File: config.mk
export PLATFORM = sky130hd
export DESIGN_NAME = bip_dmem_arbiter
export DESIGN_NICKNAME = d
export VERILOG_FILES = /design/src/rtl/bip_pkg.sv /design/src/rtl/bip_dmem_arbiter.sv
export SDC_FILE = /design/constraint.sdc
export NUM_CORES = 1
export LEC_CHECK = 0
export CAP_MARGIN = 15
export CORE_ASPECT_RATIO = 1.5
export CORE_MARGIN = 2
export CORE_UTILIZATION = 37
export DETAILED_ROUTE_END_ITERATION = 10
export GPL_ROUTABILITY_DRIVEN = 0
export PLACE_DENSITY = 0.87
export SLEW_MARGIN = 20
export SYNTH_ARGS = -nofsm -noshare
export SYNTH_HDL_FRONTEND = slang
export SYNTH_SLANG_ARGS = --single-unit
File: constraint.sdc
create_clock -name i_clk -period 6.5 [get_ports i_clk]
set_input_delay 1.625 -clock i_clk [delete_from_list [all_inputs] [get_ports i_clk]]
set_output_delay 1.625 -clock i_clk [all_outputs]
set_load 0.03 [all_outputs]
File: src/rtl/bip_pkg.sv
// ---------------------------------------------------------------------------
// bip_pkg
// Shared definitions for the BIP data-memory path: owner tags for the memory
// read pipeline, the arbiter state encoding and a ceil(log2) helper used to
// size counters and memory address buses.
// ---------------------------------------------------------------------------
package bip_pkg;

    // Who issued the access in a given cycle; also used as the read-return tag.
    typedef enum logic [1:0] {
        OWN_NONE = 2'd0,
        OWN_CPU  = 2'd1,
        OWN_DBG  = 2'd2
    } owner_e;

    // ARB: normal priority arbitration. STEAL: one forced debug slot.
    typedef enum logic {
        ST_ARB   = 1'b0,
        ST_STEAL = 1'b1
    } arb_state_e;

    // Smallest w such that 2**w >= value (returns 0 for value <= 1).
    function automatic int clogb2(input int value);
        int w;
        w = 0;
        while ((64'(1) << w) < 64'(value)) begin
            w++;
        end
        return w;
    endfunction

endpackage

File: src/rtl/bip_dmem_arbiter.sv
// ---------------------------------------------------------------------------
// bip_dmem_arbiter
// Shares the single BIP data memory between the CPU data port and a debug
// requester. The CPU wins by default; a debug request that has lost MAX_WAIT
// contended cycles forces a one-cycle CPU stall and takes that slot.
//
// Ports
//   i_clk, i_rst        clock, synchronous active-high reset
//   i_cpu_*             CPU data port (addr, write data, wr/rd strobes)
//   o_cpu_data          read data returned to the CPU (held between reads)
//   o_cpu_stall         registered; CPU repeats its access next cycle
//   i_dbg_*             debug request (held until o_dbg_gnt)
//   o_dbg_gnt           one-cycle pulse, request consumed this cycle
//   o_dbg_rvalid/rdata  debug read return, two cycles after the grant
//   o_mem_*, i_mem_data data-memory port (read data one cycle after o_mem_rd)
// ---------------------------------------------------------------------------
module bip_dmem_arbiter
    import bip_pkg::*;
#(
    parameter int NB_BITS  = 16,
    parameter int NB_ADDR  = 11,
    parameter int MAX_WAIT = 4
) (
    input  logic               i_clk,
    input  logic               i_rst,
    input  logic [NB_ADDR-1:0] i_cpu_addr,
    input  logic [NB_BITS-1:0] i_cpu_data,
    input  logic               i_cpu_wr,
    input  logic               i_cpu_rd,
    output logic [NB_BITS-1:0] o_cpu_data,
    output logic               o_cpu_stall,
    input  logic               i_dbg_req,
    input  logic               i_dbg_we,
    input  logic [NB_ADDR-1:0] i_dbg_addr,
    input  logic [NB_BITS-1:0] i_dbg_data,
    output logic               o_dbg_gnt,
    output logic               o_dbg_rvalid,
    output logic [NB_BITS-1:0] o_dbg_rdata,
    output logic [NB_ADDR-1:0] o_mem_addr,
    output logic [NB_BITS-1:0] o_mem_data,
    output logic               o_mem_wr,
    output logic               o_mem_rd,
    input  logic [NB_BITS-1:0] i_mem_data
);

    localparam int NB_CNT_RAW = clogb2(MAX_WAIT + 1);
    localparam int NB_CNT     = (NB_CNT_RAW < 1) ? 1 : NB_CNT_RAW;
    localparam logic [NB_CNT-1:0] CNT_MAX = NB_CNT'(MAX_WAIT);

    arb_state_e         state_q, state_d;
    logic [NB_CNT-1:0]  cnt_q, cnt_d;
    logic               stall_q, stall_d;
    owner_e             rd_tag_q, rd_tag_d;
    logic               dbg_rvalid_q;
    logic [NB_BITS-1:0] dbg_rdata_q;
    logic [NB_BITS-1:0] cpu_hold_q;

    owner_e             owner;
    logic               dbg_gnt;
    logic               cpu_acc;
    logic               mem_wr;
    logic               mem_rd;

    assign cpu_acc = i_cpu_wr | i_cpu_rd;

    // Owner selection and next state.
    // NOTE: every signal gets a default before the case so no path leaves one
    // unassigned -- otherwise synthesis would infer a latch.
    always_comb begin
        owner   = OWN_NONE;
        dbg_gnt = 1'b0;
        state_d = state_q;
        cnt_d   = cnt_q;
        stall_d = 1'b0;

        // While reset is held nobody owns the memory, so a pending debug
        // request is not consumed and is re-arbitrated after release.
        if (!i_rst) begin
            case (state_q)
                ST_STEAL: begin
                    owner   = OWN_DBG;
                    dbg_gnt = 1'b1;
                    cnt_d   = '0;
                    state_d = ST_ARB;
                end
                default: begin
                    if (!i_dbg_req) begin
                        owner = OWN_CPU;
                        cnt_d = '0;
                    end else if (!cpu_acc) begin
                        owner   = OWN_DBG;
                        dbg_gnt = 1'b1;
                        cnt_d   = '0;
                    end else begin
                        owner = OWN_CPU;
                        if (cnt_q == CNT_MAX) begin
                            // CPU keeps this cycle; the stolen slot is next.
                            cnt_d   = '0;
                            stall_d = 1'b1;
                            state_d = ST_STEAL;
                        end else begin
                            cnt_d = cnt_q + NB_CNT'(1);
                        end
                    end
                end
            endcase
        end
    end

    // Combinational memory mux; CPU strobes are dropped whenever DBG owns.
    always_comb begin
        o_mem_addr = i_cpu_addr;
        o_mem_data = i_cpu_data;
        mem_wr     = 1'b0;
        mem_rd     = 1'b0;
        case (owner)
            OWN_DBG: begin
                o_mem_addr = i_dbg_addr;
                o_mem_data = i_dbg_data;
                mem_wr     = i_dbg_we;
                mem_rd     = ~i_dbg_we;
            end
            OWN_CPU: begin
                mem_wr = i_cpu_wr;
                mem_rd = i_cpu_rd;
            end
            default: ;
        endcase
        rd_tag_d = mem_rd ? owner : OWN_NONE;
    end

    // NOTE: sequential state uses non-blocking assignments so every register
    // samples the pre-edge values regardless of statement order.
    always_ff @(posedge i_clk) begin
        if (i_rst) begin
            state_q      <= ST_ARB;
            cnt_q        <= '0;
            stall_q      <= 1'b0;
            rd_tag_q     <= OWN_NONE;
            dbg_rvalid_q <= 1'b0;
            dbg_rdata_q  <= '0;
            cpu_hold_q   <= '0;
        end else begin
            state_q      <= state_d;
            cnt_q        <= cnt_d;
            stall_q      <= stall_d;
            rd_tag_q     <= rd_tag_d;
            dbg_rvalid_q <= (rd_tag_q == OWN_DBG);
            if (rd_tag_q == OWN_DBG) begin
                dbg_rdata_q <= i_mem_data;
            end
            if (rd_tag_q == OWN_CPU) begin
                cpu_hold_q <= i_mem_data;
            end
        end
    end

    // CPU sees memory data directly in the return cycle, the held copy
    // otherwise, so a debug read never disturbs CPU-visible data.
    assign o_cpu_data   = (rd_tag_q == OWN_CPU) ? i_mem_data : cpu_hold_q;
    assign o_cpu_stall  = stall_q;
    assign o_dbg_gnt    = dbg_gnt;
    assign o_dbg_rvalid = dbg_rvalid_q;
    assign o_dbg_rdata  = dbg_rdata_q;
    assign o_mem_wr     = mem_wr;
    assign o_mem_rd     = mem_rd;

endmodule
==> out/metrics.cfg <==
[timing]
setup_viol=0
whs_ns=0.454
fmax_ghz=0.177
fin_setup_tns_ns=0
rsz0062_at_grt=false
hold_viol_final=0
worst_slack_ns=0.847
clock_skew_ns=0.00295
fin_crit_sh=0.870
slew_violations=0
worst_pin_slew_ns=1.05
relSlewSlack=0.299
finalCriticalPeriod_ns=5.65

[synth]
syn_area_mm2=0.00187
yosysSeqAreaShare=0.417
synth-edff-count=0
synth_area_per_cell_um2=9.75
yosysWarnings=0
synth_flop_cell=dfxtp_1
synthDistinctLibCells=18
ys_ff_latch=39
async_reset_ff_frac=0
netlist_instances=192
synth_nets=272

[route]
wl_per_cell_um=13.9
via_per_inst=4.77
routed_wirelength_mm=5.49
vias=1883
postRouteAntennaNets=0
drc=0
drt-initial-drc-count=83
drt-pass1-iter-count=4

[floorplanning]
core_mm2=0.00485
initial_core_util=0.386
die_x_um=62.1
io_pins=140
die-area_mm2=0.00566
rows=31
die_y_um=91.1

[setup_path]
path_class=input port to primary output
critPathLaunchType=input port
worstPathArrival_ns=4.03
cp.required_ns=4.88
cp_max_fo=29
end_kind=primary output
reg2regPathDepth=3
r2r_setup_slack_ns=4.66

[power_and_ir_drop]
power_density_mw_per_mm2=173
leakage_nw=1.32
vdd_ir_drop_max_mv=0.0879

[status]
status=finished clean

[clock_tree]
clock-root-buffer=clkbuf_8
cts_hold_buf=0
cts_tree=done
cts.path.max_buffers=2
cts.sinks=39
cts_buffers=5
htree_levels=2
clk_latency_ns=0.28
cts_setup_buffers=0
ctsResizeCount=0
clk_pin_slew_worst_paths_ns=0.07

[place]
placed_area_mm2=0.00327
portBuffers=139
dp_cells=387
pre_cts_ws_ns=0.850
dp_hpwl_mm=4.49

[global_routing]
track_usage=0.194
overflow=0
antenna_found_initial=0
grt_max_degree=34
grt_pass1_wl_mm=8.33
grt_pass1_vias=1920

[final_layout]
regArea_um2=781
layout.cells.non_filler=395
area_growth_pct=80.9
nets=408
antennaDiodeCount=0
drive_gt1_frac=0.201
n_fill_cell=357
multi_input_area_um2=998
fin_area_mm2=0.00339

[worst_hold_path]
hold_class=flop to flop
worst_hold_path.num_cells=2

[flow_run]
drv_cap=0

==> synthesized netlist by cell type, types with 3 or more instances <==
| cell | instances | share of area |
|---|---|---|
| inv_1 | 6 | 0.012 |
| nor3b_1 | 3 | 0.012 |
| nor2b_1 | 17 | 0.057 |
| a21oi_1 | 17 | 0.045 |
| mux2_4 | 10 | 0.080 |
| dfxtp_1 | 39 | 0.42 |
| nor2_1 | 7 | 0.014 |
| nand2_1 | 34 | 0.068 |
| buf_2 | 5 | 0.013 |
| ha_1 | 4 | 0.027 |
| nand2b_1 | 3 | 0.010 |
| mux2_2 | 33 | 0.20 |
| clkbuf_1 | 6 | 0.012 |
==> placed cells by master, fill, tap and decap left out <==
| master | n |
|---|---|
| dfxtp_1 | 39 |
| bufinv_16 | 1 |
| clkbuf_8 | 6 |
| a22oi_1 | 2 |
| ha_1 | 4 |
| mux2_2 | 33 |
| o21bai_1 | 1 |
| clkdlybuf4s50_1 | 127 |
| clkinv_2 | 1 |
| o211ai_1 | 1 |
| nor2b_1 | 17 |
| mux2_4 | 10 |
| nor2_1 | 7 |
| nand2_1 | 34 |
| nand2b_1 | 3 |
| a21oi_1 | 17 |
| inv_1 | 6 |
| nor3b_1 | 3 |
| nor3_1 | 2 |
| buf_4 | 15 |
==> worst paths after layout <==
path | startpoint | end
worst max-delay path | i_cpu_wr | o_mem_data[3]
worst min-delay path | o_dbg_rdata[11] | o_dbg_rdata[11]
worst max register to register | rd_tag_q[1] | cpu_hold_q[2]
worst min register to register | o_dbg_rdata[11] | o_dbg_rdata[11]
==> critical path, stage by stage <==
cell and delay (ns):
clkdlybuf4s50_1 0.45, nor3b_1 0.26, o21bai_1 0.14, inv_1 0.10
ha_1 0.14, buf_4 0.32, mux2_2 0.38, clkdlybuf4s50_1 0.60
==> layout make-up <==
type,instances,share of cell area
tap,66,0.0244
inverter,6,0.00665
clock inverter,2,0.0103
clock buffer,6,0.0244
timing repair buffer,142,0.409
sequential,39,0.231
multi-input combinational,134,0.295
==> cells by family after synthesis <==
group           after synthesis  synth area share
buf+inv                      19            0.0495
compound gates               21            0.0615
flops                        39             0.417
fa+ha+maj                     4            0.0267
mux                          43             0.279
simple gates                 66             0.166
==> registers in the layout, indices dropped and copies added, names as in the netlist <==
register,flops
cpu_hold_q,16
o_dbg_rdata,16
rd_tag_q,2
o_dbg_rvalid,1
cnt_q,3
o_cpu_stall,1
==> per-layer routing <==
layer / vias to the layer above / track usage / wire length [um]
li1: 907 / - / -
met4: 0 / 0.0550 / 46
met2: 121 / 0.332 / 2580
met3: 4 / 0.0726 / 719
met1: 851 / 0.216 / 2150
met5: - / 0 / 0
==> power breakdown <==
group	leakage [nW]	internal, W	switching, W
sequential	0.315	0.000242	0.00000116
clock	0.0612	0.000124	0.0000784
combinational	0.941	0.0000798	0.0000610
==> metrics by stage <==
step	util	power, W
finish	0.698	0.000586
global route	0.698	0.000609
CTS	0.698	0.000593
detailed placement	0.674	0.000390
global placement	0.674	0.000389
floorplan	-	0.000311
Note: power is estimated with default switching activity, not from simulation.
